==> src/rtl/snoop_multicast_if.sv <==
// Bundled snoop channels of snoop_multicast: one upstream AC/CR/CD link and
// NoMst downstream links that share the broadcast AC payload.
interface snoop_multicast_if #(
  parameter int NoMst     = 4,
  parameter int AddrWidth = 64,
  parameter int DataWidth = 64
);
  logic [AddrWidth-1:0]            slv_ac_addr_i;
  logic [2:0]                      slv_ac_prot_i;
  logic [3:0]                      slv_ac_snoop_i;
  logic                            slv_ac_valid_i;
  logic                            slv_ac_ready_o;
  logic [4:0]                      slv_cr_resp_o;
  logic                            slv_cr_valid_o;
  logic                            slv_cr_ready_i;
  logic [DataWidth-1:0]            slv_cd_data_o;
  logic                            slv_cd_last_o;
  logic                            slv_cd_valid_o;
  logic                            slv_cd_ready_i;
  logic [AddrWidth-1:0]            mst_ac_addr_o;
  logic [2:0]                      mst_ac_prot_o;
  logic [3:0]                      mst_ac_snoop_o;
  logic [NoMst-1:0]                mst_ac_valid_o;
  logic [NoMst-1:0]                mst_ac_ready_i;
  logic [NoMst-1:0][4:0]           mst_cr_resp_i;
  logic [NoMst-1:0]                mst_cr_valid_i;
  logic [NoMst-1:0]                mst_cr_ready_o;
  logic [NoMst-1:0][DataWidth-1:0] mst_cd_data_i;
  logic [NoMst-1:0]                mst_cd_last_i;
  logic [NoMst-1:0]                mst_cd_valid_i;
  logic [NoMst-1:0]                mst_cd_ready_o;

  // Block side
  modport slave (
    input  slv_ac_addr_i, slv_ac_prot_i, slv_ac_snoop_i, slv_ac_valid_i,
    output slv_ac_ready_o,
    output slv_cr_resp_o, slv_cr_valid_o,
    input  slv_cr_ready_i,
    output slv_cd_data_o, slv_cd_last_o, slv_cd_valid_o,
    input  slv_cd_ready_i,
    output mst_ac_addr_o, mst_ac_prot_o, mst_ac_snoop_o, mst_ac_valid_o,
    input  mst_ac_ready_i,
    input  mst_cr_resp_i, mst_cr_valid_i,
    output mst_cr_ready_o,
    input  mst_cd_data_i, mst_cd_last_i, mst_cd_valid_i,
    output mst_cd_ready_o
  );

  // Interconnect and cache side
  modport master (
    output slv_ac_addr_i, slv_ac_prot_i, slv_ac_snoop_i, slv_ac_valid_i,
    input  slv_ac_ready_o,
    input  slv_cr_resp_o, slv_cr_valid_o,
    output slv_cr_ready_i,
    input  slv_cd_data_o, slv_cd_last_o, slv_cd_valid_o,
    output slv_cd_ready_i,
    input  mst_ac_addr_o, mst_ac_prot_o, mst_ac_snoop_o, mst_ac_valid_o,
    output mst_ac_ready_i,
    output mst_cr_resp_i, mst_cr_valid_i,
    input  mst_cr_ready_o,
    output mst_cd_data_i, mst_cd_last_i, mst_cd_valid_i,
    input  mst_cd_ready_o
  );
endinterface

==> src/rtl/snoop_multicast.sv <==
// Snoop fan-out/fan-in: broadcast one AC to NoMst caches, OR-merge their CR,
// forward the lowest data-supplying cache's CD and drain the rest.
module snoop_multicast_lane (
  input  logic       clk_i,
  input  logic       rst_i,
  input  logic       clr,
  input  logic       in_bcast,
  input  logic       in_collect,
  input  logic       in_data,
  input  logic       fwd,
  input  logic       up_cd_ready,
  input  logic       ac_ready,
  input  logic       cr_valid,
  input  logic [4:0] cr_resp,
  input  logic       cd_valid,
  input  logic       cd_last,
  output logic       ac_valid,
  output logic       cr_ready,
  output logic       cd_ready,
  output logic       ac_done_d,
  output logic       cr_done_d,
  output logic       dt,
  output logic       dt_d,
  output logic [4:0] resp_d
);
  logic       ac_done, cr_done, cr_hs;
  logic [4:0] resp_q;

  assign ac_valid  = in_bcast & ~ac_done;
  assign cr_ready  = in_collect & ~cr_done;
  // Selected lane follows upstream ready; other data lanes are drained freely
  assign cd_ready  = in_data & dt & (fwd ? up_cd_ready : 1'b1);
  assign cr_hs     = cr_ready & cr_valid;
  assign ac_done_d = ac_done | (ac_valid & ac_ready);
  assign cr_done_d = cr_done | cr_hs;
  assign resp_d    = cr_hs ? cr_resp : resp_q;
  assign dt_d      = cr_hs ? cr_resp[0] : (dt & ~(cd_ready & cd_valid & cd_last));

  always_ff @(posedge clk_i) begin
    if (rst_i || clr) begin
      ac_done <= 1'b0;
      cr_done <= 1'b0;
      resp_q  <= '0;
      dt      <= 1'b0;
    end else begin
      ac_done <= ac_done_d;
      cr_done <= cr_done_d;
      resp_q  <= resp_d;
      dt      <= dt_d;
    end
  end
endmodule

module snoop_multicast #(
  parameter int NoMst     = 4,
  parameter int AddrWidth = 64,
  parameter int DataWidth = 64
) (
  input logic               clk_i,
  input logic               rst_i,
  snoop_multicast_if.slave  bus
);
  localparam logic [2:0] IDLE    = 3'd0;
  localparam logic [2:0] BCAST   = 3'd1;
  localparam logic [2:0] COLLECT = 3'd2;
  localparam logic [2:0] RESP    = 3'd3;
  localparam logic [2:0] DATA    = 3'd4;

  logic [2:0]            state_q, state_d;
  logic [AddrWidth-1:0]  addr_q;
  logic [2:0]            prot_q;
  logic [3:0]            snoop_q;
  logic [4:0]            resp_q, merged;
  logic [NoMst-1:0]      ac_done_d, cr_done_d, dt_q, dt_d, fwd_q, lowest;
  logic [NoMst-1:0][4:0] resp_d;
  logic                  ac_hs, cr_hs, in_bcast, in_collect, in_data;

  assign ac_hs      = (state_q == IDLE) & bus.slv_ac_valid_i;
  assign cr_hs      = (state_q == RESP) & bus.slv_cr_ready_i;
  assign in_bcast   = (state_q == BCAST);
  assign in_collect = (state_q == COLLECT);
  assign in_data    = (state_q == DATA);

  for (genvar i = 0; i < NoMst; i++) begin : g_lane
    snoop_multicast_lane u_lane (
      .clk_i       (clk_i),
      .rst_i       (rst_i),
      .clr         (ac_hs),
      .in_bcast    (in_bcast),
      .in_collect  (in_collect),
      .in_data     (in_data),
      .fwd         (fwd_q[i]),
      .up_cd_ready (bus.slv_cd_ready_i),
      .ac_ready    (bus.mst_ac_ready_i[i]),
      .cr_valid    (bus.mst_cr_valid_i[i]),
      .cr_resp     (bus.mst_cr_resp_i[i]),
      .cd_valid    (bus.mst_cd_valid_i[i]),
      .cd_last     (bus.mst_cd_last_i[i]),
      .ac_valid    (bus.mst_ac_valid_o[i]),
      .cr_ready    (bus.mst_cr_ready_o[i]),
      .cd_ready    (bus.mst_cd_ready_o[i]),
      .ac_done_d   (ac_done_d[i]),
      .cr_done_d   (cr_done_d[i]),
      .dt          (dt_q[i]),
      .dt_d        (dt_d[i]),
      .resp_d      (resp_d[i])
    );
  end

  // Merge includes responses landing in the final COLLECT cycle
  always_comb begin
    merged = '0;
    lowest = '0;
    for (int i = NoMst - 1; i >= 0; i--) begin
      merged = merged | resp_d[i];
      if (dt_q[i]) begin
        lowest    = '0;
        lowest[i] = 1'b1;
      end
    end
  end

  always_comb begin
    state_d = state_q;
    case (state_q)
      IDLE:    if (bus.slv_ac_valid_i) state_d = BCAST;
      BCAST:   if (&ac_done_d)         state_d = COLLECT;
      COLLECT: if (&cr_done_d)         state_d = RESP;
      RESP:    if (cr_hs)              state_d = (|dt_q) ? DATA : IDLE;
      DATA:    if (~|dt_d)             state_d = IDLE;
      default:                         state_d = IDLE;
    endcase
  end

  always_ff @(posedge clk_i) begin
    if (rst_i) begin
      state_q <= IDLE;
      addr_q  <= '0;
      prot_q  <= '0;
      snoop_q <= '0;
      resp_q  <= '0;
      fwd_q   <= '0;
    end else begin
      state_q <= state_d;
      if (ac_hs) begin
        addr_q  <= bus.slv_ac_addr_i;
        prot_q  <= bus.slv_ac_prot_i;
        snoop_q <= bus.slv_ac_snoop_i;
        resp_q  <= '0;
        fwd_q   <= '0;
      end
      if (in_collect && (&cr_done_d)) resp_q <= merged;
      // Forwarding lane is frozen at DATA entry so drains never take over
      if (cr_hs) fwd_q <= lowest;
    end
  end

  assign bus.slv_ac_ready_o = (state_q == IDLE);
  assign bus.slv_cr_valid_o = (state_q == RESP);
  assign bus.slv_cr_resp_o  = resp_q;
  assign bus.mst_ac_addr_o  = addr_q;
  assign bus.mst_ac_prot_o  = prot_q;
  assign bus.mst_ac_snoop_o = snoop_q;

  always_comb begin
    bus.slv_cd_valid_o = 1'b0;
    bus.slv_cd_data_o  = '0;
    bus.slv_cd_last_o  = 1'b0;
    for (int i = 0; i < NoMst; i++) begin
      if (in_data && fwd_q[i] && dt_q[i]) begin
        bus.slv_cd_valid_o = bus.mst_cd_valid_i[i];
        bus.slv_cd_data_o  = bus.mst_cd_data_i[i];
        bus.slv_cd_last_o  = bus.mst_cd_last_i[i];
      end
    end
  end
endmodule

==> src/flat_wrapper.sv <==
// flat-port wrapper written by rule: the top's interface ports become plain ports
module snoop_multicast_flat 
#(
  parameter int NoMst     = 4,
  parameter int AddrWidth = 64,
  parameter int DataWidth = 64
)
  (clk_i, rst_i, bus_slv_ac_addr_i, bus_slv_ac_prot_i, bus_slv_ac_snoop_i, bus_slv_ac_valid_i, bus_slv_ac_ready_o, bus_slv_cr_resp_o, bus_slv_cr_valid_o, bus_slv_cr_ready_i, bus_slv_cd_data_o, bus_slv_cd_last_o, bus_slv_cd_valid_o, bus_slv_cd_ready_i, bus_mst_ac_addr_o, bus_mst_ac_prot_o, bus_mst_ac_snoop_o, bus_mst_ac_valid_o, bus_mst_ac_ready_i, bus_mst_cr_resp_i, bus_mst_cr_valid_i, bus_mst_cr_ready_o, bus_mst_cd_data_i, bus_mst_cd_last_i, bus_mst_cd_valid_i, bus_mst_cd_ready_o);
  snoop_multicast_if #(.NoMst(NoMst), .AddrWidth(AddrWidth), .DataWidth(DataWidth)) bus_i ();
  input logic clk_i;
  input logic rst_i;
  input wire logic [$bits(bus_i.slv_ac_addr_i)-1:0] bus_slv_ac_addr_i;
  input wire logic [$bits(bus_i.slv_ac_prot_i)-1:0] bus_slv_ac_prot_i;
  input wire logic [$bits(bus_i.slv_ac_snoop_i)-1:0] bus_slv_ac_snoop_i;
  input wire logic [$bits(bus_i.slv_ac_valid_i)-1:0] bus_slv_ac_valid_i;
  output wire logic [$bits(bus_i.slv_ac_ready_o)-1:0] bus_slv_ac_ready_o;
  output wire logic [$bits(bus_i.slv_cr_resp_o)-1:0] bus_slv_cr_resp_o;
  output wire logic [$bits(bus_i.slv_cr_valid_o)-1:0] bus_slv_cr_valid_o;
  input wire logic [$bits(bus_i.slv_cr_ready_i)-1:0] bus_slv_cr_ready_i;
  output wire logic [$bits(bus_i.slv_cd_data_o)-1:0] bus_slv_cd_data_o;
  output wire logic [$bits(bus_i.slv_cd_last_o)-1:0] bus_slv_cd_last_o;
  output wire logic [$bits(bus_i.slv_cd_valid_o)-1:0] bus_slv_cd_valid_o;
  input wire logic [$bits(bus_i.slv_cd_ready_i)-1:0] bus_slv_cd_ready_i;
  output wire logic [$bits(bus_i.mst_ac_addr_o)-1:0] bus_mst_ac_addr_o;
  output wire logic [$bits(bus_i.mst_ac_prot_o)-1:0] bus_mst_ac_prot_o;
  output wire logic [$bits(bus_i.mst_ac_snoop_o)-1:0] bus_mst_ac_snoop_o;
  output wire logic [$bits(bus_i.mst_ac_valid_o)-1:0] bus_mst_ac_valid_o;
  input wire logic [$bits(bus_i.mst_ac_ready_i)-1:0] bus_mst_ac_ready_i;
  input wire logic [$bits(bus_i.mst_cr_resp_i)-1:0] bus_mst_cr_resp_i;
  input wire logic [$bits(bus_i.mst_cr_valid_i)-1:0] bus_mst_cr_valid_i;
  output wire logic [$bits(bus_i.mst_cr_ready_o)-1:0] bus_mst_cr_ready_o;
  input wire logic [$bits(bus_i.mst_cd_data_i)-1:0] bus_mst_cd_data_i;
  input wire logic [$bits(bus_i.mst_cd_last_i)-1:0] bus_mst_cd_last_i;
  input wire logic [$bits(bus_i.mst_cd_valid_i)-1:0] bus_mst_cd_valid_i;
  output wire logic [$bits(bus_i.mst_cd_ready_o)-1:0] bus_mst_cd_ready_o;
  assign bus_i.slv_ac_addr_i = bus_slv_ac_addr_i;
  assign bus_i.slv_ac_prot_i = bus_slv_ac_prot_i;
  assign bus_i.slv_ac_snoop_i = bus_slv_ac_snoop_i;
  assign bus_i.slv_ac_valid_i = bus_slv_ac_valid_i;
  assign bus_slv_ac_ready_o = bus_i.slv_ac_ready_o;
  assign bus_slv_cr_resp_o = bus_i.slv_cr_resp_o;
  assign bus_slv_cr_valid_o = bus_i.slv_cr_valid_o;
  assign bus_i.slv_cr_ready_i = bus_slv_cr_ready_i;
  assign bus_slv_cd_data_o = bus_i.slv_cd_data_o;
  assign bus_slv_cd_last_o = bus_i.slv_cd_last_o;
  assign bus_slv_cd_valid_o = bus_i.slv_cd_valid_o;
  assign bus_i.slv_cd_ready_i = bus_slv_cd_ready_i;
  assign bus_mst_ac_addr_o = bus_i.mst_ac_addr_o;
  assign bus_mst_ac_prot_o = bus_i.mst_ac_prot_o;
  assign bus_mst_ac_snoop_o = bus_i.mst_ac_snoop_o;
  assign bus_mst_ac_valid_o = bus_i.mst_ac_valid_o;
  assign bus_i.mst_ac_ready_i = bus_mst_ac_ready_i;
  assign bus_i.mst_cr_resp_i = bus_mst_cr_resp_i;
  assign bus_i.mst_cr_valid_i = bus_mst_cr_valid_i;
  assign bus_mst_cr_ready_o = bus_i.mst_cr_ready_o;
  assign bus_i.mst_cd_data_i = bus_mst_cd_data_i;
  assign bus_i.mst_cd_last_i = bus_mst_cd_last_i;
  assign bus_i.mst_cd_valid_i = bus_mst_cd_valid_i;
  assign bus_mst_cd_ready_o = bus_i.mst_cd_ready_o;
  snoop_multicast #(.NoMst(NoMst), .AddrWidth(AddrWidth), .DataWidth(DataWidth)) u_core (.clk_i(clk_i), .rst_i(rst_i), .bus(bus_i));
endmodule
==> config.mk <==
export PLATFORM = sky130hd
export DESIGN_NAME = snoop_multicast_flat
export DESIGN_NICKNAME = d
export VERILOG_FILES = /design/src/rtl/snoop_multicast_if.sv /design/src/rtl/snoop_multicast.sv /design/src/flat_wrapper.sv
export SDC_FILE = /design/constraint.sdc
export NUM_CORES = 1
export LEC_CHECK = 0
export CORE_AREA = 2 2 206 208
export DETAILED_ROUTE_END_ITERATION = 12
export DIE_AREA = 0 0 208 210
export SYNTH_ARGS = -nofsm -noshare
export SYNTH_HDL_FRONTEND = slang
export SYNTH_SLANG_ARGS = --single-unit
==> constraint.sdc <==
create_clock -name clk_i -period 2.1 [get_ports clk_i]
set_input_delay 0.21 -clock clk_i [delete_from_list [all_inputs] [get_ports clk_i]]
set_output_delay 0.21 -clock clk_i [all_outputs]
set_load 0.005 [all_outputs]
### Word-level counts from Yosys, hierarchy flattened

Cells that the tools add are included.

| word-level totals | value |
|---|---|
| register bits after elaboration | 115 |
| input bits | 368 |
| output and inout bits | 156 |
| logic and storage cells | 149 |

| cells by class | value |
|---|---|
| equal/unequal tests | 9 |
| multiplexer cells | 39 |
| bitwise gates (word level) | 61 |
| reduce and logical (&&, ||, !) cells | 18 |

Operators by type and width:

| operator | count |
|---|---|
| $mux W64 | 4 |
| $and A1 B1 Y1 | 38 |
| $mux W5 | 6 |
| $mux W4 | 6 |
| $mux W3 | 6 |
| $mux W1 | 16 |
| $or A5 B5 Y5 | 3 |
| $pmux W3 S5 | 1 |
| $not A1 Y1 | 12 |
| $logic_and A1 B1 Y1 | 9 |
| $or A1 B1 Y1 | 8 |
| $reduce_and A4 Y1 | 2 |
| $reduce_or A4 Y1 | 2 |
| $eq A3 B2 Y1 const B | 2 |
| $ne A2 B1 Y1 const B | 3 |
| $reduce_and A5 Y1 | 1 |
| $ne A2 B2 Y1 const B | 2 |
| $reduce_bool A2 Y1 | 2 |
| $eq A3 B1 Y1 const B | 1 |
| $eq A3 B3 Y1 const B | 1 |
| $logic_not A3 Y1 | 1 |
| $logic_or A1 B1 Y1 | 1 |

### Depth between registers and ports, before layout

Gate-level depths: netlist of run 1.

| depth | value |
|---|---|
| depth after elaboration | 11 |
| mapped depth | 8 |

### Modules after synthesis

Synthesis of run 1 repeated with hierarchy kept, for this count alone.

| unflattened totals | value |
|---|---|
| cell total of the unflattened synthesis | 921 |
| area, all modules | 6,867.8 um2 |

Modules (own cells, without submodules):

| module | times used | cells each | area an instance (um2) | sequential area each (um2) |
|---|---|---|---|---|
| snoop_multicast | 1 | 769 | 5,371.4 | 1,661.6 |
| snoop_multicast_lane | 4 | 38 | 374.1 | 160.2 |

### Least setup slack after synthesis of run 1

No wires, ideal clock.

| timing path | value |
|---|---|
| path kind | flip-flop to flip-flop |
| from | register u_core.state_q[2] |
| to | register u_core.resp_q[0] (netlist: u_core.bus.slv_cr_resp_o[0]) |
| setup time | 117 ps |
| arrival | 1,857 ps |
| path slack | 127 ps |
| cell stages (with the launch flop) | 8 |
| buffers on the path | 2 |
| period minus slack after synthesis | 1,973 ps |
| cells stage by stage | dfxtp_1 > buf_6 > or3b_1 > buf_6 > nor3b_4 > mux2i_1 > nand4_1 > a22o_1 |

| on the way | value |
|---|---|
| longest elaborated chain between the ends | 8 |

RTL lines:

| element | line | text |
|---|---|---|
| start: declaration | snoop_multicast.sv:69 | `logic [2:0] state_q, state_d;` |
| start signal: assignment | snoop_multicast.sv:144 | `state_q <= state_d;` |
| $eq A3 B2 Y1 | snoop_multicast.sv:81 | `assign in_collect = (state_q == COLLECT);` |
| $and A1 B1 Y1 | snoop_multicast.sv:30 | `assign cr_ready = in_collect & ~cr_done;` |
| $and A1 B1 Y1 | snoop_multicast.sv:33 | `assign cr_hs = cr_ready & cr_valid;` |
| $mux W5 | snoop_multicast.sv:36 | `assign resp_d = cr_hs ? cr_resp : resp_q;` |
| $or A5 B5 Y5 (3 in a row) | snoop_multicast.sv:115 | `merged = merged \| resp_d[i];` |
| $mux W5 | snoop_multicast.sv:152 | `if (in_collect && (&cr_done_d)) resp_q <= merged;` |
| end signal: assignment | snoop_multicast.sv:152 |  |
| end: declaration | snoop_multicast.sv:73 | `logic [4:0] resp_q, merged;` |

Parallel ways exist; a longest one is shown, timed or not.
A chain may end at the register's enable or synchronous reset.

### Worst setup path after layout of run 1

| timing path | value |
|---|---|
| from | register u_core.state_q[2] |
| to | output port bus_slv_cd_last_o |

| on the way | value |
|---|---|
| longest elaborated chain between the ends | 7 |

RTL lines:

| element | line | text |
|---|---|---|
| $eq A3 B3 Y1 (*) | snoop_multicast.sv:82 | `assign in_data = (state_q == DATA);` |
| $logic_and A1 B1 Y1 (2 in a row) | snoop_multicast.sv:170 | `if (in_data && fwd_q[i] && dt_q[i]) begin` |
| $mux W1 (3 in a row) | snoop_multicast.sv:170 |  |
| $mux W1 (*) | snoop_multicast.sv:170 |  |
| end: declaration | flat_wrapper.sv:21 | `output wire logic [$bits(bus_i.slv_cd_last_o)-1:0] bus_slv_cd_last_o;` |

Mark *: on every way between the ends. The rest lies on a longest branch, timed or not.

==> run_summary.xml, run 1 <==
<?xml version="1.0" encoding="UTF-8"?>
<metrics>
  <group name="timing">
    <metric name="finalSetupTns" unit="ns">-14.21</metric>
    <metric name="timing.final.crit_share" unit="">1.135</metric>
    <metric name="worst-slew-pin-transition" unit="ns">0.5831</metric>
    <metric name="skew" unit="ns">0.007804</metric>
    <metric name="drv_slew" unit="">0</metric>
    <metric name="max_clock_freq" unit="GHz">0.4196</metric>
    <metric name="grt_setup_unrepaired" unit="">yes</metric>
    <metric name="setup-violations-final" unit="">67</metric>
    <metric name="finalWorstPathRequiredPeriod" unit="ns">2.383</metric>
    <metric name="timing.final.ws_setup" unit="ns">-0.2830</metric>
    <metric name="timing.final.hold_violations" unit="">0</metric>
    <metric name="slew-limit-headroom" unit="">0.6095</metric>
  </group>
  <group name="placement">
    <metric name="globalplace.congestion" unit="">0.9533</metric>
    <metric name="port-buffer-count" unit="">523</metric>
    <metric name="detailed_place.area" unit="µm²">12560</metric>
    <metric name="hpwl" unit="µm">31670</metric>
  </group>
  <group name="clocking">
    <metric name="numCtsBuffers" unit="">17</metric>
    <metric name="cts.reportedPaths.clkPinSlew" unit="ns">0.06</metric>
    <metric name="root_cell_of_the_clock_tree" unit="">clkbuf_16</metric>
    <metric name="htree_levels" unit="">4</metric>
    <metric name="tritoncts_clock_tree" unit="">done</metric>
    <metric name="cts.hold.buffers_added" unit="">0</metric>
    <metric name="insertion_delay" unit="ns">0.42</metric>
    <metric name="clk_path_buf_depth" unit="">2</metric>
    <metric name="cts.sink_count" unit="">115</metric>
  </group>
  <group name="pwr">
    <metric name="pwr_per_cell_area" unit="nW/µm²">536.3</metric>
    <metric name="p_leak" unit="nW">5.553</metric>
    <metric name="vdd_ir_drop_max" unit="mV">0.6475</metric>
  </group>
  <group name="logic_synthesis">
    <metric name="post_synth_inst_count" unit="">838</metric>
    <metric name="synth_area" unit="µm²">6097</metric>
    <metric name="synth_fp_nets" unit="">1206</metric>
    <metric name="yosysWarnings" unit="">0</metric>
    <metric name="synthFlopType" unit="">dfxtp_1</metric>
    <metric name="share_of_the_yosys_chip_area_belonging_to_registers" unit="">0.3776</metric>
    <metric name="synth.ff_latch_count" unit="">115</metric>
    <metric name="number_of_synthesized_flops_with_an_enable_pin" unit="">0</metric>
    <metric name="synth_area_per_cell" unit="µm²">7.276</metric>
    <metric name="asyncSetResetFlopFracSynth" unit="">0</metric>
    <metric name="yosysUniqueCellTypes" unit="">41</metric>
  </group>
  <group name="hold_path">
    <metric name="min_path_type" unit="">in2reg</metric>
  </group>
  <group name="floorplan">
    <metric name="die_area" unit="µm²">43680</metric>
    <metric name="design.core.area" unit="µm²">41480</metric>
    <metric name="number_of_core_rows" unit="">75</metric>
    <metric name="dieWidth" unit="µm">208</metric>
    <metric name="num_io_pins" unit="">524</metric>
    <metric name="die_y" unit="µm">210</metric>
    <metric name="floorplan.initialDensity" unit="">0.1470</metric>
  </group>
  <group name="detailed_routing">
    <metric name="via_per_inst" unit="">4.517</metric>
    <metric name="drt-total-wl" unit="µm">42310</metric>
    <metric name="routedWlPerCell" unit="µm">21.40</metric>
    <metric name="route.detailed.drc" unit="">0</metric>
    <metric name="first_iter_violations" unit="">525</metric>
    <metric name="drt_first_pass_iters" unit="">5</metric>
    <metric name="dr_total_vias" unit="">8931</metric>
    <metric name="antenna_nets_post_route" unit="">0</metric>
  </group>
  <group name="final_layout">
    <metric name="layout.cells.most_common" unit="">clkdlybuf4s50_1</metric>
    <metric name="postLayoutCellArea" unit="µm²">14600</metric>
    <metric name="final_cell_mix" unit="">443 x clkdlybuf4s50_1, 206 x nand2_1, 112 x dfxtp_1, 79 x a21oi_1, 77 x o21ai_1</metric>
    <metric name="final_util" unit="">0.3520</metric>
    <metric name="synthToLayoutAreaGrowth" unit="%">139.4</metric>
    <metric name="post_route_cells_drive_above_1_share" unit="">0.2650</metric>
    <metric name="final.fill_count" unit="">4248</metric>
    <metric name="num-nets-final" unit="">1789</metric>
  </group>
  <group name="critical_path">
    <metric name="worstPathMaxFanout" unit="">8</metric>
    <metric name="cp_num_buf_inv" unit="">5</metric>
    <metric name="critical_path_arrival" unit="ns">2.17</metric>
    <metric name="crit_path_max_incr_delay" unit="ns">0.32</metric>
    <metric name="timing.critical_path.slowest_stage_cell" unit="">dfxtp_2</metric>
    <metric name="required" unit="ns">1.89</metric>
    <metric name="critPathCaptureType" unit="">output port</metric>
    <metric name="path_cells" unit="">nor3b_2, buf_4, and3_4, buf_4, buf_12, buf_16, a221oi_2, o21ai_2, buf_12</metric>
    <metric name="critical-path-top-delay-family" unit="">buffers and inverters</metric>
    <metric name="crit_path_start_kind" unit="">flip-flop</metric>
    <metric name="criticalPathCategory" unit="">reg2out</metric>
  </group>
  <group name="grt">
    <metric name="first_global_vias" unit="">9333</metric>
    <metric name="pin_count_of_the_biggest_net_entering_global_routing" unit="">78</metric>
    <metric name="track_usage" unit="">0.1866</metric>
    <metric name="overflow" unit="">0</metric>
    <metric name="grt_pass1_wl" unit="µm">60930</metric>
    <metric name="antenna_found_initial" unit="">11</metric>
  </group>
  <group name="run">
    <metric name="maxCapViolations" unit="">0</metric>
  </group>
  <group name="outcome">
    <metric name="result_of_the_run" unit="">finished with violations</metric>
    <metric name="failing_checks" unit="">negative setup slack</metric>
  </group>
</metrics>
==> cell type report <==
cell class / instances / area (µm²) / share of cell area
flip-flops and latches: 115 / 2306 / 0.1580
multi-input cells: 632 / 4354 / 0.2983
inverters: 4 / 15.01 / 0.001028
well taps: 539 / 674.4 / 0.04619
repair buffers: 651 / 6594 / 0.4517
clock buffers: 17 / 425.4 / 0.02914
diodes: 4 / 10.01 / 0.0006856
clock inverters: 15 / 220.2 / 0.01508
==> sequential cells by signal (all words and copies together) (netlist names), 4 cells and up <==
register / flops
u_core.g_lane.u_lane.cr_done: 4
u_core.bus.mst_ac_addr_o: 64
u_core.g_lane.u_lane.resp_q: 20
u_core.g_lane.u_lane.dt: 4
u_core.bus.mst_ac_snoop_o: 4
u_core.g_lane.u_lane.ac_done: 4
u_core.fwd_q: 4
u_core.bus.slv_cr_resp_o: 5
==> power by group <==
part	internal (W)	switching, W	total [W]
registers	0.00238	0.000101	0.00248
logic	0.00121	0.000912	0.00212
clock network	0.00203	0.00121	0.00323
total	0.00561	0.00222	0.00783
==> layer usage <==
metal / share of wire / GRT usage
met1: 0.39 / 0.2157
met2: 0.49 / 0.3241
met3: 0.068 / 0.04842
met4: 0.044 / 0.08339
met5: 0.00069 / 0
==> timing repair <==
item                       4_1_cts  5_1_grt
pin swaps                      108       40
setup endpoints to repair       80       74
gates resized for setup        541       62
buffers inserted                25        4
cloned                          13        0
==> synthesized netlist by cell type (2+ instances only) <==
cell type  count  area, µm²
nand2_1      213      799.5
o21ai_0      125      625.6
dfxtp_1      115       2302
a21oi_1       79      395.4
a221oi_1      66      578.1
clkbuf_1      57      214.0
nor2_1        52      195.2
mux2i_1       20      200.2
buf_4         12      90.09
buf_2         11      55.05
and3_1         8      50.05
o21ai_1        8      40.04
a22o_1         5      43.79
nand2b_1       5      31.28
nand3_1        5      25.02
nand4_1        5      31.28
a22oi_1        4      30.03
buf_1          4      15.01
inv_1          4      15.01
nor3_1         4      20.02
a31oi_1        3      18.77
a32oi_1        3      26.28
and2_1         3      18.77
buf_6          3      33.78
nor3b_4        3      56.30
nor2b_1        2      12.51
nor3b_1        2      15.01
o2111ai_1      2      17.52
o22a_1         2      17.52
o22ai_1        2      12.51
==> logic make-up after synthesis <==
kind of cell / count (synthesis) / share of synthesized area
AND/OR/NAND/NOR: 310 / 0.2198
flip-flops: 115 / 0.3776
AO/OA/AOI/OAI: 302 / 0.3004
multiplexers: 20 / 0.03283
buffers and inverters: 91 / 0.06936
==> worst register-to-register path, delay by kind of cell (launching register included) <==
family	cells	cell delay, ns
and+or+nand+nor	3	0.73
DFF	1	0.33
muxes	1	0.24
buffers and inverters	3	0.48
AOI/OAI and AO/OA	1	0.22
==> stage by stage <==
stage	worst slack, ns	std cells	total power (W)	hold slack (ns)
after floorplan	0.1266	838	0.003172	0.3453
after global placement	-0.4789	1906	0.004593	0.4409
after detailed placement	-0.4127	1906	0.004604	0.4457
after CTS	-0.3477	1972	0.007932	0.1986
after global routing	-0.4061	1977	0.008220	0.2195
final	-0.2830	1977	0.007829	0.2177
==> final timing paths <==
kind,from,endpoint,slack [ns],cells past startpoint
max reg2reg,u_core.state_q[1],u_core.bus.slv_cr_resp_o[1],-0.01,8
min,rst_i,u_core.state_q[2],0.22,4
min reg2reg,u_core.bus.mst_ac_addr_o[49],u_core.bus.mst_ac_addr_o[49],0.45,2
max,u_core.state_q[2],bus_slv_cd_last_o,-0.28,9
Power figures use the tool's default switching activity.
==> inputs of run 2 (changes only) <==
clock period = 2.4 ns   (was 2.1 ns; I/O delays follow)
==> run_summary.xml, run 2 (same netlist as run 1, synthesis figures left out) <==
<?xml version="1.0" encoding="UTF-8"?>
<metrics>
  <group name="outcome">
    <metric name="result_of_the_run" unit="">finished with violations</metric>
    <metric name="failing_checks" unit="">negative setup slack</metric>
  </group>
  <group name="critical_path">
    <metric name="reg2reg_to" unit="">u_core.bus.slv_cr_resp_o[4]</metric>
    <metric name="critPathCaptureType" unit="">output port</metric>
    <metric name="ff_to_ff_setup_slack" unit="ns">0.19</metric>
    <metric name="ff2ff_path_depth" unit="">8</metric>
    <metric name="crit_path_start_kind" unit="">flip-flop</metric>
    <metric name="worstPathMaxFanout" unit="">8</metric>
    <metric name="required" unit="ns">2.16</metric>
    <metric name="criticalPathCategory" unit="">reg2out</metric>
    <metric name="critical_path_arrival" unit="ns">2.29</metric>
    <metric name="worst_r2r_startpoint" unit="">u_core.state_q[1]</metric>
  </group>
  <group name="placement">
    <metric name="port-buffer-count" unit="">523</metric>
    <metric name="place_inst" unit="">1872</metric>
    <metric name="globalplace.congestion" unit="">0.9830</metric>
    <metric name="hpwl" unit="µm">31470</metric>
    <metric name="place_worst_setup_slack" unit="ns">-0.1475</metric>
    <metric name="detailed_place.area" unit="µm²">12330</metric>
  </group>
  <group name="clocking">
    <metric name="htree_levels" unit="">4</metric>
    <metric name="cts.hold.buffers_added" unit="">0</metric>
    <metric name="clk_path_buf_depth" unit="">2</metric>
    <metric name="cts.sink_count" unit="">115</metric>
    <metric name="numCtsBuffers" unit="">17</metric>
    <metric name="insertion_delay" unit="ns">0.42</metric>
    <metric name="cts.reportedPaths.clkPinSlew" unit="ns">0.06</metric>
    <metric name="root_cell_of_the_clock_tree" unit="">clkbuf_16</metric>
    <metric name="tritoncts_clock_tree" unit="">done</metric>
  </group>
  <group name="timing">
    <metric name="max_clock_freq" unit="GHz">0.3947</metric>
    <metric name="skew" unit="ns">0.007255</metric>
    <metric name="finalWorstPathRequiredPeriod" unit="ns">2.534</metric>
    <metric name="worst-slew-pin-transition" unit="ns">0.9079</metric>
    <metric name="setup-violations-final" unit="">47</metric>
    <metric name="hold_ws" unit="ns">0.1817</metric>
    <metric name="slew-limit-headroom" unit="">0.3947</metric>
    <metric name="timing.final.crit_share" unit="">1.056</metric>
    <metric name="drv_slew" unit="">0</metric>
    <metric name="timing.final.hold_violations" unit="">0</metric>
    <metric name="grt_setup_unrepaired" unit="">yes</metric>
    <metric name="timing.final.ws_setup" unit="ns">-0.1337</metric>
  </group>
  <group name="floorplan">
    <metric name="die_area" unit="µm²">43680</metric>
    <metric name="design.core.area" unit="µm²">41480</metric>
    <metric name="floorplan.initialDensity" unit="">0.1470</metric>
    <metric name="num_io_pins" unit="">524</metric>
    <metric name="dieWidth" unit="µm">208</metric>
    <metric name="die_y" unit="µm">210</metric>
    <metric name="number_of_core_rows" unit="">75</metric>
  </group>
  <group name="final_layout">
    <metric name="final_util" unit="">0.3381</metric>
    <metric name="postLayoutCellArea" unit="µm²">14020</metric>
    <metric name="final_cells" unit="">1940</metric>
    <metric name="synthToLayoutAreaGrowth" unit="%">130.0</metric>
    <metric name="num-nets-final" unit="">1751</metric>
    <metric name="final_cell_mix" unit="">451 x clkdlybuf4s50_1, 207 x nand2_1, 112 x dfxtp_1, 79 x a21oi_1, 60 x o21ai_0</metric>
    <metric name="max_ffs_per_register" unit="">64</metric>
    <metric name="post_route_cells_drive_above_1_share" unit="">0.2185</metric>
    <metric name="layout.cells.most_common" unit="">clkdlybuf4s50_1</metric>
  </group>
  <group name="grt">
    <metric name="overflow" unit="">0</metric>
    <metric name="grt_busiest_layer" unit="">met2</metric>
    <metric name="pin_count_of_the_biggest_net_entering_global_routing" unit="">78</metric>
    <metric name="grt_pass1_wl" unit="µm">59750</metric>
    <metric name="globalRouteMet1Util" unit="">0.2060</metric>
    <metric name="track_usage" unit="">0.1842</metric>
    <metric name="global_route.usage.met2" unit="">0.3231</metric>
    <metric name="grt_use_met3" unit="">0.05498</metric>
    <metric name="first_global_vias" unit="">9035</metric>
    <metric name="antenna_found_initial" unit="">12</metric>
  </group>
  <group name="detailed_routing">
    <metric name="drt_first_pass_iters" unit="">5</metric>
    <metric name="routedWlPerCell" unit="µm">21.77</metric>
    <metric name="via_per_inst" unit="">4.522</metric>
    <metric name="antenna_nets_post_route" unit="">0</metric>
    <metric name="dr_total_vias" unit="">8773</metric>
    <metric name="first_iter_violations" unit="">657</metric>
    <metric name="drt-total-wl" unit="µm">42230</metric>
    <metric name="route.detailed.drc" unit="">0</metric>
  </group>
  <group name="run">
    <metric name="maxCapViolations" unit="">0</metric>
  </group>
  <group name="hold_path">
    <metric name="min_path_type" unit="">in2reg</metric>
    <metric name="worstHoldStart" unit="">rst_i</metric>
    <metric name="holdPathEnd" unit="">u_core.state_q[0]</metric>
    <metric name="timing.hold.worst_path_depth" unit="">4</metric>
  </group>
  <group name="pwr">
    <metric name="p_leak" unit="nW">5.229</metric>
    <metric name="vdd_ir_drop_max" unit="mV">0.6042</metric>
    <metric name="pwr_per_cell_area" unit="nW/µm²">478.2</metric>
  </group>
</metrics>
==> run 2: worst max-delay path by stage <==
| stage | startpoint | to | slack (ns) | cells after the start |
|---|---|---|---|---|
| 2_1_floorplan | u_core.state_q[2] | u_core.bus.slv_cr_resp_o[0] | 0.43 | 7 |
| 3_3_place_gp | u_core.state_q[2] | bus_slv_cd_data_o[63] | -0.14 | 8 |
| 3_5_place_dp | u_core.state_q[2] | bus_slv_cd_data_o[16] | -0.15 | 9 |
| 4_1_cts | u_core.state_q[1] | bus_slv_cd_data_o[16] | -0.16 | 9 |
| 5_1_grt | u_core.state_q[0] | bus_slv_cd_data_o[41] | -0.24 | 10 |
| 6_report | u_core.state_q[0] | bus_slv_cd_data_o[41] | -0.13 | 10 |
==> run 2: metrics by stage <==
stage	TNS (ns)	power (W)
finish	-2.039	0.006705
global route	-8.687	0.007023
CTS	-5.030	0.006790
detailed placement	-1.423	0.004005
global placement	-1.654	0.003999
floorplan	0	0.002775
==> run 2: area by class of cell <==
cell class / instances / area (µm²)
diodes: 5 / 12.51
clock inverters: 15 / 195.2
clock buffers: 17 / 425.4
well taps: 539 / 674.4
multi-input cells: 632 / 4167
repair buffers: 613 / 6227
flip-flops and latches: 115 / 2306
fillers: 4247 / 27460
inverters: 4 / 15.01
==> run 2: timing repair <==
item,4_1_cts,5_1_grt
setup endpoints to repair,70,69
setup buffers,22,4
endpoints found under the hold margin,0,0
pin swaps,80,51
gates resized for setup,421,59
cloned,10,1
==> run 2: worst max-delay path: stages, from the launching register on <==
cell and delay (ns):
dfxtp_2 0.32, nor3b_2 0.18, buf_4 0.16, and3_4 0.26, nor2_4 0.07, buf_12 0.14, buf_12 0.14, buf_6 0.11
a221oi_2 0.21, o21ai_1 0.13, buf_2 0.15
==> run 2: where the power goes <==
part	internal [W]	switching, W	leakage (nW)
clock	0.00166	0.00103	0.297
combinational	0.00106	0.000791	3.99
sequential	0.00208	0.0000871	0.939
total	0.00480	0.00191	5.23
==> run 2: metal layers <==
layer  part of all wire  up-vias
li1                   -     4087
met5            0.00021        -
met3              0.074       78
met2               0.50      448
met4              0.040        2
met1               0.39     4158
==> inputs of run 3 (changes only) <==
CTS_CLUSTER_DIAMETER = 80   (was not set)
PLACE_DENSITY = 0.47   (was not set)
==> run_summary.xml, run 3 (same netlist as run 1, synthesis figures left out) <==
<?xml version="1.0" encoding="UTF-8"?>
<metrics>
  <group name="grt">
    <metric name="grt_pass1_wl" unit="µm">60270</metric>
    <metric name="pin_count_of_the_biggest_net_entering_global_routing" unit="">72</metric>
    <metric name="track_usage" unit="">0.1853</metric>
    <metric name="overflow" unit="">0</metric>
    <metric name="antenna_found_initial" unit="">5</metric>
    <metric name="first_global_vias" unit="">9017</metric>
  </group>
  <group name="timing">
    <metric name="setup-violations-final" unit="">45</metric>
    <metric name="max_clock_freq" unit="GHz">0.3917</metric>
    <metric name="skew" unit="ns">0.007814</metric>
    <metric name="timing.final.crit_share" unit="">1.064</metric>
    <metric name="grt_setup_unrepaired" unit="">yes</metric>
    <metric name="drv_slew" unit="">0</metric>
    <metric name="timing.final.ws_setup" unit="ns">-0.1528</metric>
    <metric name="timing.final.hold_violations" unit="">0</metric>
    <metric name="finalWorstPathRequiredPeriod" unit="ns">2.553</metric>
    <metric name="slew-limit-headroom" unit="">0.5200</metric>
    <metric name="worst-slew-pin-transition" unit="ns">0.7146</metric>
  </group>
  <group name="placement">
    <metric name="globalplace.congestion" unit="">0.8991</metric>
    <metric name="hpwl" unit="µm">31060</metric>
    <metric name="place_inst" unit="">1879</metric>
    <metric name="place_worst_setup_slack" unit="ns">-0.6003</metric>
    <metric name="port-buffer-count" unit="">523</metric>
  </group>
  <group name="final_layout">
    <metric name="post_route_cells_drive_above_1_share" unit="">0.2322</metric>
    <metric name="final_cell_mix" unit="">449 x clkdlybuf4s50_1, 212 x nand2_1, 113 x dfxtp_1, 79 x a21oi_1, 78 x buf_4</metric>
    <metric name="final_util" unit="">0.3429</metric>
    <metric name="num-nets-final" unit="">1785</metric>
    <metric name="layout.cells.most_common" unit="">clkdlybuf4s50_1</metric>
    <metric name="synthToLayoutAreaGrowth" unit="%">133.3</metric>
    <metric name="final_cells" unit="">1971</metric>
    <metric name="final.fill_count" unit="">4336</metric>
    <metric name="max_ffs_per_register" unit="">64</metric>
  </group>
  <group name="pwr">
    <metric name="vdd_ir_drop_max" unit="mV">0.4923</metric>
    <metric name="power.share.clock" unit="">0.388</metric>
    <metric name="p_leak" unit="nW">5.458</metric>
    <metric name="power.switching_fraction" unit="">0.2863</metric>
    <metric name="pwr_per_cell_area" unit="nW/µm²">461.0</metric>
    <metric name="report.power.total" unit="W">0.006557</metric>
    <metric name="power_frac_seq" unit="">0.331</metric>
    <metric name="p_int" unit="W">0.004680</metric>
    <metric name="power.share.combinational" unit="">0.281</metric>
    <metric name="power_switching" unit="W">0.001877</metric>
  </group>
  <group name="clocking">
    <metric name="htree_levels" unit="">4</metric>
    <metric name="clk_path_buf_depth" unit="">2</metric>
    <metric name="cts.reportedPaths.clkPinSlew" unit="ns">0.06</metric>
    <metric name="root_cell_of_the_clock_tree" unit="">clkbuf_16</metric>
    <metric name="cts.sink_count" unit="">115</metric>
    <metric name="insertion_delay" unit="ns">0.42</metric>
    <metric name="tritoncts_clock_tree" unit="">done</metric>
    <metric name="numCtsBuffers" unit="">17</metric>
  </group>
  <group name="floorplan">
    <metric name="die_y" unit="µm">210</metric>
    <metric name="design.core.area" unit="µm²">41480</metric>
    <metric name="floorplan.initialDensity" unit="">0.1470</metric>
    <metric name="num_io_pins" unit="">524</metric>
    <metric name="die_area" unit="µm²">43680</metric>
    <metric name="number_of_core_rows" unit="">75</metric>
    <metric name="dieWidth" unit="µm">208</metric>
  </group>
  <group name="critical_path">
    <metric name="critPathCaptureType" unit="">output port</metric>
    <metric name="critical_path_arrival" unit="ns">2.31</metric>
    <metric name="crit_path_start_kind" unit="">flip-flop</metric>
    <metric name="criticalPathCategory" unit="">reg2out</metric>
    <metric name="worstPathMaxFanout" unit="">12</metric>
    <metric name="ff_to_ff_setup_slack" unit="ns">0.28</metric>
    <metric name="reg2reg_to" unit="">u_core.bus.slv_cr_resp_o[1]</metric>
    <metric name="ff2ff_path_depth" unit="">7</metric>
    <metric name="required" unit="ns">2.16</metric>
    <metric name="worst_r2r_startpoint" unit="">u_core.state_q[1]</metric>
  </group>
  <group name="outcome">
    <metric name="failing_checks" unit="">negative setup slack</metric>
    <metric name="result_of_the_run" unit="">finished with violations</metric>
  </group>
  <group name="hold_path">
    <metric name="min_path_type" unit="">in2reg</metric>
    <metric name="timing.hold.worst_path_depth" unit="">2</metric>
    <metric name="holdPathEnd" unit="">u_core.fwd_q[3]</metric>
    <metric name="worstHoldStart" unit="">rst_i</metric>
  </group>
  <group name="detailed_routing">
    <metric name="first_iter_violations" unit="">447</metric>
    <metric name="antenna_nets_post_route" unit="">0</metric>
    <metric name="dr_total_vias" unit="">8679</metric>
    <metric name="drt_first_pass_iters" unit="">7</metric>
    <metric name="route.detailed.drc" unit="">0</metric>
    <metric name="routedWlPerCell" unit="µm">21.35</metric>
    <metric name="drt-total-wl" unit="µm">42080</metric>
    <metric name="via_per_inst" unit="">4.403</metric>
  </group>
  <group name="run">
    <metric name="maxCapViolations" unit="">0</metric>
  </group>
</metrics>
## run 3: layout make-up
class | count | area (µm²) | area share
Antenna cell | 2 | 5.005 | 0.0003519
Clock buffer | 17 | 425.4 | 0.02991
Clock inverter | 15 | 155.1 | 0.01091
Inverter | 4 | 15.01 | 0.001056
Multi-Input combinational cell | 632 | 4123 | 0.2898
Sequential cell | 115 | 2305 | 0.1620
Tap cell | 539 | 674.4 | 0.04741
Timing Repair Buffer | 647 | 6521 | 0.4585
## run 3: power groups by stage
| stage | clock (W) | sequential [W] | combinational (W) |
|---|---|---|---|
| floorplan | 0 | 0.00221 | 0.000563 |
| global placement | 0 | 0.00220 | 0.00184 |
| detailed placement | 0 | 0.00220 | 0.00183 |
| CTS | 0.00263 | 0.00217 | 0.00187 |
| global route | 0.00271 | 0.00219 | 0.00200 |
| finish | 0.00254 | 0.00217 | 0.00184 |
## run 3: worst max-delay path by stage
stage	to	slack [ns]	cells past startpoint	startpoint
after floorplan	u_core.bus.slv_cr_resp_o[0]	0.43	7	u_core.state_q[2]
after global placement	bus_slv_cd_data_o[28]	-0.64	8	u_core.state_q[2]
after detailed placement	bus_slv_cd_data_o[28]	-0.60	8	u_core.state_q[2]
after CTS	bus_slv_cd_data_o[61]	-0.24	8	u_core.state_q[2]
after global routing	bus_slv_cd_data_o[34]	-0.28	8	u_core.state_q[2]
final	bus_slv_cd_data_o[34]	-0.15	11	u_core.state_q[2]
## run 3: worst max-delay path, stage by stage (launching register included)
cell and delay [ns]:
dfxtp_2 0.34, nor3b_4 0.19, buf_6 0.14, buf_4 0.12, nand3_4 0.10, buf_12 0.15
buf_12 0.15, buf_4 0.14, o21ai_1 0.08, buf_4 0.13, o21ai_2 0.06, dlygate4sd2_1 0.30
## run 3: repair_timing
| item | 4_1_cts | 5_1_grt |
|---|---|---|
| hold buffers | 0 | 0 |
| resized for setup | 441 | 70 |
| buffers inserted | 30 | 22 |
| pin swaps | 63 | 54 |
| gates cloned | 11 | 1 |
| endpoints found under the setup margin | 70 | 71 |
## run 3: layer usage
layer	global-route usage	vias up	wire (µm)
met2	0.3367	426	21450
met3	0.05527	64	3160
met1	0.2047	4036	16080
met4	0.06456	4	1353
li1	-	4149	-
met5	0	-	29
## run 3: per-stage QoR
| step | TNS (ns) | hold slack, ns | cell area [µm²] |
|---|---|---|---|
| 6_report | -2.782 | 0.2652 | 14220 |
| 5_1_grt | -10.21 | 0.2708 | 14220 |
| 4_1_cts | -4.182 | 0.2638 | 13830 |
| 3_5_place_dp | -5.633 | 0.4458 | 12300 |
| 3_3_place_gp | -6.975 | 0.4413 | 12300 |
| 2_1_floorplan | 0 | 0.3753 | 6097 |
